File: config.mk
export PLATFORM = sky130hd
export DESIGN_NAME = prio_encoder_pipe
export DESIGN_NICKNAME = d
export VERILOG_FILES = /design/src/rtl/prio_encoder_pipe.sv
export SDC_FILE = /design/constraint.sdc
export NUM_CORES = 1
export LEC_CHECK = 0
export ABC_AREA = 1
export ABC_CLOCK_PERIOD_IN_PS = 1600
export CAP_MARGIN = 20
export CORE_MARGIN = 2
export CORE_UTILIZATION = 44
export CTS_CLUSTER_DIAMETER = 60
export DETAILED_ROUTE_END_ITERATION = 16
export GPL_TIMING_DRIVEN = 1
export PLACE_DENSITY = 0.87
export SETUP_SLACK_MARGIN = 0.15
export SYNTH_ARGS = -nofsm -noshare
export SYNTH_HDL_FRONTEND = slang
export SYNTH_SLANG_ARGS = --single-unit
File: constraint.sdc
create_clock -name clk -period 1.6 [get_ports clk]
set_input_delay 0.4 -clock clk [delete_from_list [all_inputs] [get_ports clk]]
set_output_delay 0.4 -clock clk [all_outputs]
set_load 0.02 [all_outputs]
File: src/rtl/prio_encoder_pipe.sv
// prio_encoder_pipe: one-hot / priority encoder with a single-entry registered output
// and a saturating error counter.
//
// Ports:
//   clk       - clock, all state changes on the rising edge
//   rst       - asynchronous active-high reset
//   din       - N-bit request vector
//   mode      - 0: strict one-hot encoding, 1: priority encoding (highest index wins)
//   in_valid  - din/mode valid this cycle
//   in_ready  - block can accept din this cycle
//   dout      - encoded index of the accepted input
//   err       - accepted input was invalid for its mode
//   out_valid - dout/err hold a result
//   out_ready - downstream consumes the result this cycle
//   clr_cnt   - synchronous clear of err_cnt (wins over an increment)
//   err_cnt   - saturating count of accepted transactions with err = 1
module prio_encoder_pipe #(
    parameter int unsigned N     = 8,
    parameter int unsigned CNT_W = 8,
    localparam int unsigned W    = (N > 2) ? $clog2(N) : 1
) (
    input  logic             clk,
    input  logic             rst,
    input  logic [N-1:0]     din,
    input  logic             mode,
    input  logic             in_valid,
    output logic             in_ready,
    output logic [W-1:0]     dout,
    output logic             err,
    output logic             out_valid,
    input  logic             out_ready,
    input  logic             clr_cnt,
    output logic [CNT_W-1:0] err_cnt
);

    localparam logic [CNT_W-1:0] CntMax = {CNT_W{1'b1}};
    localparam logic [N-1:0]     One    = {{(N-1){1'b0}}, 1'b1};

    logic [W-1:0] pri_idx;
    logic         any_set;
    logic         one_hot;
    logic [W-1:0] enc_dout;
    logic         enc_err;
    logic         accept;

    // Highest set index; for a one-hot vector this is also the only set index.
    always_comb begin
        pri_idx = '0;
        for (int i = 0; i < N; i++) begin
            if (din[i]) begin
                pri_idx = W'(i);
            end
        end
    end

    always_comb begin
        any_set = |din;
        // Clearing the lowest set bit leaves zero only if exactly one bit was set.
        one_hot = any_set && ((din & (din - One)) == '0);
        if (mode) begin
            enc_dout = any_set ? pri_idx : '0;
            enc_err  = !any_set;
        end else begin
            enc_dout = one_hot ? pri_idx : '0;
            enc_err  = !one_hot;
        end
    end

    // A full register may drain and refill on the same edge.
    assign in_ready = !out_valid || out_ready;
    assign accept   = in_valid && in_ready;

    always_ff @(posedge clk or posedge rst) begin
        if (rst) begin
            out_valid <= 1'b0;
            dout      <= '0;
            err       <= 1'b0;
        end else begin
            if (accept) begin
                out_valid <= 1'b1;
                dout      <= enc_dout;
                err       <= enc_err;
            end else if (out_valid && out_ready) begin
                // Consumed with nothing new: keep dout/err, just drop valid.
                out_valid <= 1'b0;
            end
        end
    end

    always_ff @(posedge clk or posedge rst) begin
        if (rst) begin
            err_cnt <= '0;
        end else if (clr_cnt) begin
            err_cnt <= '0;
        end else if (accept && enc_err && (err_cnt != CntMax)) begin
            err_cnt <= err_cnt + 1'b1;
        end
    end

endmodule

# Yosys cells after proc, flatten, opt, wreduce, memory -nomap -nowiden

Cells that the tools add are included.

Add/subtract/negate cells: 2
Equality and inequality tests: 1
Muxes and demuxes: 15
Bitwise gates (word level): 1
Reduce and logical (&&, ||, !) cells: 13

Operators with widths:

| cell                                                               | number |
|---|---|
| 3-bit 2-to-1 mux                                                   | 9 |
| 8-bit 2-to-1 mux                                                   | 2 |
| 8-bit by 1-bit adder with 8-bit output, second input constant      | 1 |
| 8-bit bitwise AND                                                  | 1 |
| 8-bit zero test                                                    | 1 |
| 8-bit != test, second input constant                               | 1 |
| 8-bit OR reduction                                                 | 1 |
| 8-bit by 1-bit subtractor with 8-bit output, second input constant | 1 |
| 1-bit logical AND                                                  | 5 |
| 1-bit 2-to-1 mux                                                   | 4 |
| 2-bit nonzero test                                                 | 2 |
| 1-bit zero test                                                    | 3 |
| 1-bit logical OR                                                   | 1 |

Bits in registers: 13
Input bits: 14
Output and inout bits: 14
Logic and storage cells: 36

# Depth between registers and ports, before layout

Gate-level depths: netlist of the first run.

Word-level depth: 10
Gate-level depth with buffers: 10
Gate-level depth less buffers: 10

# Worst setup path before layout of the first run

OpenSTA, ideal clock, no wires.

Path type: register -> register
From: register err_cnt[0]
To: register err_cnt[0]
Library setup time: 0.118 ns
Data arrival time: 1.435 ns
Required time: 1.482 ns
Slack: 0.047 ns
Stages on the path, launching flop included: 10
Buffers on the path: 0
Clock period less this slack: 1.553 ns
Cell sequence: dfrtp_1 ha_1 nand2_1 inv_1 nand4_1 nand3b_4 nand3_4 nand2_4 nand2_1 nand2_1

Word-level cells in the longest chain between the ends: 3
Elaborated cells on any way between the ends: 6
Those cells by class: 1 x add/sub; 1 x eq/ne; 2 x mux; 2 x reduce/logical

Ends and longest elaborated chain:

| item                                                                    | RTL line | RTL |
|---|---|---|
| start, declared                                                         | 33       | `output logic [CNT_W-1:0] err_cnt` |
| start signal, assigned                                                  | 96       | `err_cnt <= err_cnt + 1'b1;` |
| 8-bit by 1-bit adder with 8-bit output or 8-bit != test (tied branches) | 96, 95   |  |
| 8-bit 2-to-1 mux or 1-bit logical AND (tied branches)                   | 95       | `end else if (accept && enc_err && (err_cnt != CntMax)) begin` |
| 8-bit 2-to-1 mux or 2-bit nonzero test (tied branches)                  | -        |  |

Several ways; a longest one is shown, not always the timed one. The select of a mux whose other input is x is not followed.
A chain may end at the register's enable or synchronous reset.

# Final worst setup path of the first run

From: register err_cnt[1]
To: register err_cnt[1]

The elaborated chain is that of the path after synthesis.

==> impl_results.md, run 1 <==
- Drt via density: 5.40
- Hold-fix buffers, CTS: 0
- Synth Net Count: 125
- ANT cells: 0
- Critical Path AT: 1.71 ns
- CTS Buf Count: 3
- DP Cell Count: 171
- Die Area: 0.00228 sq mm
- Root buf cell: clkbuf_4
- Post-route minimum period: 1.51 ns
- HP Class: primary input to register
- Post-synthesis compound-gate area fraction: 5.20%
- Top FF cell, synth: dfrtp_1
- Endpoints failing hold: 0
- Fmax achieved: 661 MHz
- Clock Sinks: 13
- Final setup TNS: 0 ns
- Global-route wire length before repair: 3.93 mm
- Worst-path fanout max: 8
- TritonCTS clock tree: built
- Synthesized area per cell: 7.66 sq um
- Layout Cells excl Fill: 181
- Rows: 15
- DRC Markers: 0
- Most common cell after layout, fill and taps aside: nand2_1
- Largest net degree at the start of global routing: 14
- Final WS setup: 0.0865 ns
- Final setup fails: 0
- Initial antenna violation count: 0
- FFs w/ async S/R, synth: 100%
- Post-route antenna net violation count: 0
- IO Count: 28
- Area after DPL: 0.00123 sq mm
- Number of max-cap violations: 0
- Fraction of layout cells with a size suffix above 1: 34.6%
- Number of global-route vias before repair: 977
- PwrDens: 660 mW/mm^2
- 1st-iter DRT viols: 29
- Final WL: 2.55 mm
- Slew @ Worst Pin: 0.535 ns
- Number of synthesized flops with an enable pin: 0
- CP required: 1.80 ns
- Final Cell Area: 0.00133 sq mm
- TritonRoute pass-1 iters: 4
- Most frequent cells in the layout: nand2_1, buf_4, nor2_1, dlygate4sd2_1, nand3_1
- Status: finished, final reports clean
- Multiplexer area fraction after synthesis: 1.34%
- Pre-CTS setup slack: -0.368 ns
- RSZ-0062 raised after global routing: true
- Post-Synth XOR/XNOR Area: 5.20%
- Layout Skew: 0.0108 ns
- Initial core utilization: 47.7%
- Final Cycle Share: 94.6%
- CTS max path bufs: 2
- Synthesized area: 842 sq um
- Hpwl dp: 1.59 mm
- Worst-path clk slew: 0.10 ns
- Routability cong.: 0.835
- Area Growth Syn to Fin: 58.1%
- Post-Synthesis Cells: 110
- Max IR drop VDD: 479 uV
- Clk_lat worst skew: 0.30 ns
- Element type at the critical path end: register
- Synth cell types: 25
- Routed wire per std cell: 14.1 um
- Via count: 977
- Synth Area in Simple Gates: 42.6%
- Final Max Tran Viols: 0
- Yosys warnings: 0
- Slew headroom: 64.3%
- Grt ovf: 0
- Die Wd: 47.7 um
- Largest family of logic cells by synthesized area: simple AND/OR/NAND/NOR gates
- #FFs+latches synth: 13
- IO Port Bufs: 27
- Hold slack: 0.382 ns
- LEAKAGE: 0.689 nW
- Nets: 172
- Sequential fraction of the synthesis area: 38.6%
- Critical path class: register to register
- Core Area: 0.00176 sq mm
- # H-tree levels: 1
- Die height: 47.7 um
- Crit start category: register
- Post-synthesis adder-cell area fraction: 1.49%
- Overall Global Routing Usage: 25.1%
- Number of fill cells: 148
==> layout make-up <==
cell class	instances	area [sq um]	share of cell area, %
flip-flops and latches	13	329	24.7
well taps	25	31.3	2.35
repair buffers	42	363	27.3
clock buffers	3	22.5	1.69
inverters	11	41.3	3.10
multi-input cells	86	539	40.5
clock inverters	1	5.00	0.376
==> path summary, 6_finish.rpt <==
path / endpoint / depth (start not counted) / from / slack, ns
max: err_cnt[1] / 9 / err_cnt[1] / 0.09
min: out_valid / 4 / out_ready / 0.38
max reg2reg: err_cnt[1] / 9 / err_cnt[1] / 0.09
min reg2reg: dout[2] / 2 / dout[2] / 0.55
max in group asynchronous: err_cnt[5] / 2 / rst / 0.78
min in group asynchronous: dout[2] / 2 / rst / 0.43
==> sequential cells by signal (all words and copies together), names as in the netlist <==
name,flops
err_cnt,8
dout,3
out_valid,1
err,1
==> worst max-delay path, cell delays in order (launching register included) <==
cell and delay (ns):
dfrtp_2 0.42, ha_4 0.16, nand2_2 0.05, inv_2 0.07
nand4_1 0.12, nand3b_4 0.22, nand3_4 0.13, nand2_8 0.10
nand2_1 0.09, nand2_1 0.05
==> cell usage after synthesis (2+ instances only) <==
cell type | count | area share (%)
dfrtp_1 | 13 | 39
o21ai_0 | 2 | 1.2
nand2_1 | 30 | 13
nor2_2 | 4 | 3.0
o22ai_1 | 2 | 1.5
xor2_1 | 4 | 4.2
nand2_4 | 2 | 2.7
nand3_1 | 12 | 7.1
nand4_1 | 2 | 1.5
nor2_1 | 15 | 6.7
inv_1 | 10 | 4.5
==> cell families (layout without fill, tap and decap cells) <==
family,Yosys count,in the layout
compound gates,7,7
xor+xnor,5,5
fa+ha+maj,1,1
buf+inv,12,57
flops,13,13
mux,1,1
simple gates,71,72
==> timing repair <==
action                                  4_1_cts  5_1_grt
gates cloned                                  1        0
buffers inserted                              4        1
hold endpoints to repair                      0        0
pin swaps                                    10        3
endpoints found under the setup margin       25       17
resized for setup                            43       13
==> per-layer routing <==
layer | global-route usage (%) | part of all wire [%] | routed length, um
met2 | 47.5 | 56 | 1420
met4 | 14.1 | 3.8 | 98
met5 | 0 | 0 | 0
met3 | 9.06 | 5.8 | 148
met1 | 22.6 | 34 | 878
==> per-stage QoR <==
stage	total power (W)	util, %
3_3_place_gp	0.000642	69.6
5_1_grt	0.000919	75.5
2_1_floorplan	0.000518	-
4_1_cts	0.000862	73.9
3_5_place_dp	0.000653	69.6
6_report	0.000879	75.5
==> where the power goes <==
part / total [W] / internal [W] / leakage [nW] / switching (W)
Clock: 0.000226 / 0.0000932 / 0.0177 / 0.000133
Sequential: 0.000383 / 0.000356 / 0.165 / 0.0000267
Combinational: 0.000270 / 0.000117 / 0.506 / 0.000153
Note: power is estimated with default switching activity, not from simulation.
==> run 2: changes to the inputs <==
--- a/config.mk
+++ b/config.mk
@@ -8,8 +8,10 @@
 export ABC_AREA = 1
 export ABC_CLOCK_PERIOD_IN_PS = 1600
 export CAP_MARGIN = 20
-export CORE_MARGIN = 2
-export CORE_UTILIZATION = 44
+export CELL_PAD_IN_SITES_DETAIL_PLACEMENT = 1
+export CELL_PAD_IN_SITES_GLOBAL_PLACEMENT = 1
+export CORE_ASPECT_RATIO = 0.6
+export CORE_UTILIZATION = 31
 export CTS_CLUSTER_DIAMETER = 60
 export DETAILED_ROUTE_END_ITERATION = 16
 export GPL_TIMING_DRIVEN = 1
==> impl_results.md, run 2 (same netlist as run 1, synthesis figures left out) <==
- Crit start category: register
- Clk_lat worst skew: 0.25 ns (-0.05 ns)
- Root buf cell: clkbuf_8
- Die height: 42.4 um (-11%)
- LEAKAGE: 0.745 nW (+8.2%)
- Core Area: 0.00254 sq mm (+44%)
- Element type at the critical path end: register
- Area Growth Syn to Fin: 70.9%
- Final setup TNS: 0 ns (unchanged)
- Final WS setup: 0.00462 ns (-0.0819 ns)
- Fmax achieved: 627 MHz (-5.1%)
- Grt ovf: 0 (unchanged)
- ANT cells: 0 (unchanged)
- Clock Sinks: 13 (unchanged)
- Die Wd: 69.3 um (+45%)
- Final WL: 3.76 mm (+47%)
- Slew headroom: 78.2% (+14 points)
- Area after DPL: 0.00126 sq mm (+2.5%)
- Worst-path fanout max: 5 (-3)
- Most frequent cells in the layout: nand2_1, buf_4, dlygate4sd2_1, nor2_1
- PwrDens: 710 mW/mm^2 (+7.6%)
- Worst R2R Setup Slack: 0.005 ns (-0.08 ns)
- TritonRoute pass-1 iters: 4 (unchanged)
- CTS Buf Count: 3 (unchanged)
- TritonCTS clock tree: built
- Global-route wire length before repair: 5.48 mm (+40%)
- DRC Markers: 0 (unchanged)
- Critical Path AT: 1.73 ns (+0.02 ns)
- Die Area: 0.00294 sq mm (+29%)
- Routed wire per std cell: 19.5 um (+38%)
- Drt via density: 5.38 (-0.36%)
- Post-route antenna net violation count: 0 (unchanged)
- DP Cell Count: 181 (+5.8%)
- CP required: 1.74 ns (-0.06 ns)
- CP endpoint: err_cnt[3]
- Hold-fix buffers, CTS: 0 (unchanged)
- Hpwl dp: 2.17 mm (+36%)
- R2r startpoint: err_cnt[0]
- Reg2Reg Depth: 9 (unchanged)
- # H-tree levels: 1 (unchanged)
- Final Max Tran Viols: 0 (unchanged)
- Post-Route Utilization: 56.7% (-19 points)
- 1st-iter DRT viols: 58 (+100%)
- Max reg flops: 8 (unchanged)
- Layout Cells excl Fill: 193 (+6.6%)
- Endpoints failing hold: 0 (unchanged)
- Initial antenna violation count: 0 (unchanged)
- Initial core utilization: 33.2% (-15 points)
- Largest net degree at the start of global routing: 14 (unchanged)
- Layout Skew: 0.00240 ns (-0.00842 ns)
- CTS max path bufs: 2 (unchanged)
- Fraction of layout cells with a size suffix above 1: 42.9% (+8.2 points)
- RSZ-0062 raised after global routing: true
- Most common cell after layout, fill and taps aside: nand2_1
- Number of global-route vias before repair: 1,060 (+8.5%)
- Routability cong.: 0.816 (-2.3%)
- Final Cell Area: 0.00144 sq mm (+8.1%)
- Pre-CTS setup slack: -0.457 ns (-0.0896 ns)
- HP Class: primary input to async pin
- Area of the multi-input gates: 577 sq um (+7.0%)
- Status: finished, final reports clean
- IO Port Bufs: 27 (unchanged)
- Via count: 1,038 (+6.2%)
- Final Cycle Share: 99.7% (+5.1 points)
- Overall Global Routing Usage: 24.9% (-0.25 points)
- Max IR drop VDD: 339 uV (-29%)
- Number of fill cells: 295 (+99%)
- Number of max-cap violations: 0 (unchanged)
- Final setup fails: 0 (unchanged)
- Slew @ Worst Pin: 0.327 ns (-0.209 ns)
- Critical path class: register to register
- Post-route minimum period: 1.60 ns (+0.0819 ns)
- IO Count: 28 (unchanged)
- R2r endpoint: err_cnt[3]
- Largest Register: err_cnt
- Register cell area after layout: 329 sq um (unchanged)
- Top flop regs: err_cnt x8, dout x3
- Nets: 177 (+2.9%)
- Rows: 14 (-1)
- Setup crit start: err_cnt[0]
- Worst-path clk slew: 0.06 ns (-0.04 ns)
## run 2: cell types whose count changed in the layout (fill, tap and decap cells not counted), moves of 2 or more
cell,change
clkbuf_8,+3
nand3_1,-5
clkdlybuf4s15_1,-2
nor2_1,-2
clkbuf_2,+4
clkbuf_4,-3
clkdlybuf4s15_2,-2
buf_4,+4
nor2_4,+2
nand3_2,+3
## run 2: where the power goes
part           switching [W]  internal [W]  total, W
Clock               0.000143      0.000173  0.000316
Sequential         0.0000324      0.000358  0.000390
Combinational       0.000181      0.000135  0.000316
Total               0.000357      0.000665   0.00102
## run 2: timing repair
item                       in CTS  in global routing
resized for setup              36                 34
pin swaps                       6                 15
setup endpoints to repair      26                 16
setup buffers                   4                  4
cloned                          0                  0
## run 2: layout make-up
type | count | area share (%)
multi-input cells | 85 | 40.1
well taps | 32 | 2.78
flip-flops and latches | 13 | 22.9
repair buffers | 48 | 27.9
clock buffers | 3 | 2.87
inverters | 11 | 3.13
clock inverters | 1 | 0.348
## run 2: worst max-delay path, cell delays in order, from the launching register on
cell,delay (ns)
dfrtp_2,0.45
ha_4,0.19
nand2_2,0.07
inv_2,0.04
nand4_1,0.11
nand3b_4,0.16
nand3_4,0.15
buf_12,0.19
nand3_2,0.05
nand2_1,0.07
## run 2: per-stage QoR
stage               total power [W]  hold WS, ns
floorplan                  0.000518        0.277
global placement           0.000647        0.506
detailed placement         0.000665        0.520
CTS                        0.000974        0.465
global route                0.00106        0.494
finish                      0.00102        0.458
## run 2: worst min-delay path by stage
| stage | cells past startpoint | slack [ns] | to | startpoint |
|---|---|---|---|---|
| floorplan | 1 | 0.28 | dout[0] | rst |
| global placement | 1 | 0.51 | err | err |
| detailed placement | 1 | 0.52 | err | err |
| CTS | 3 | 0.47 | out_valid | rst |
| global route | 4 | 0.49 | out_valid | out_ready |
| finish | 3 | 0.46 | out_valid | rst |
## run 2: per-layer routing
metal  vias to the layer above  GRT usage, %  routed length (um)
li1                        459             -                   -
met1                       517          30.9                1550
met2                        46          43.9                1940
met3                        16          4.57                 138
met4                         0          8.57                 119
met5                         -             0                   0
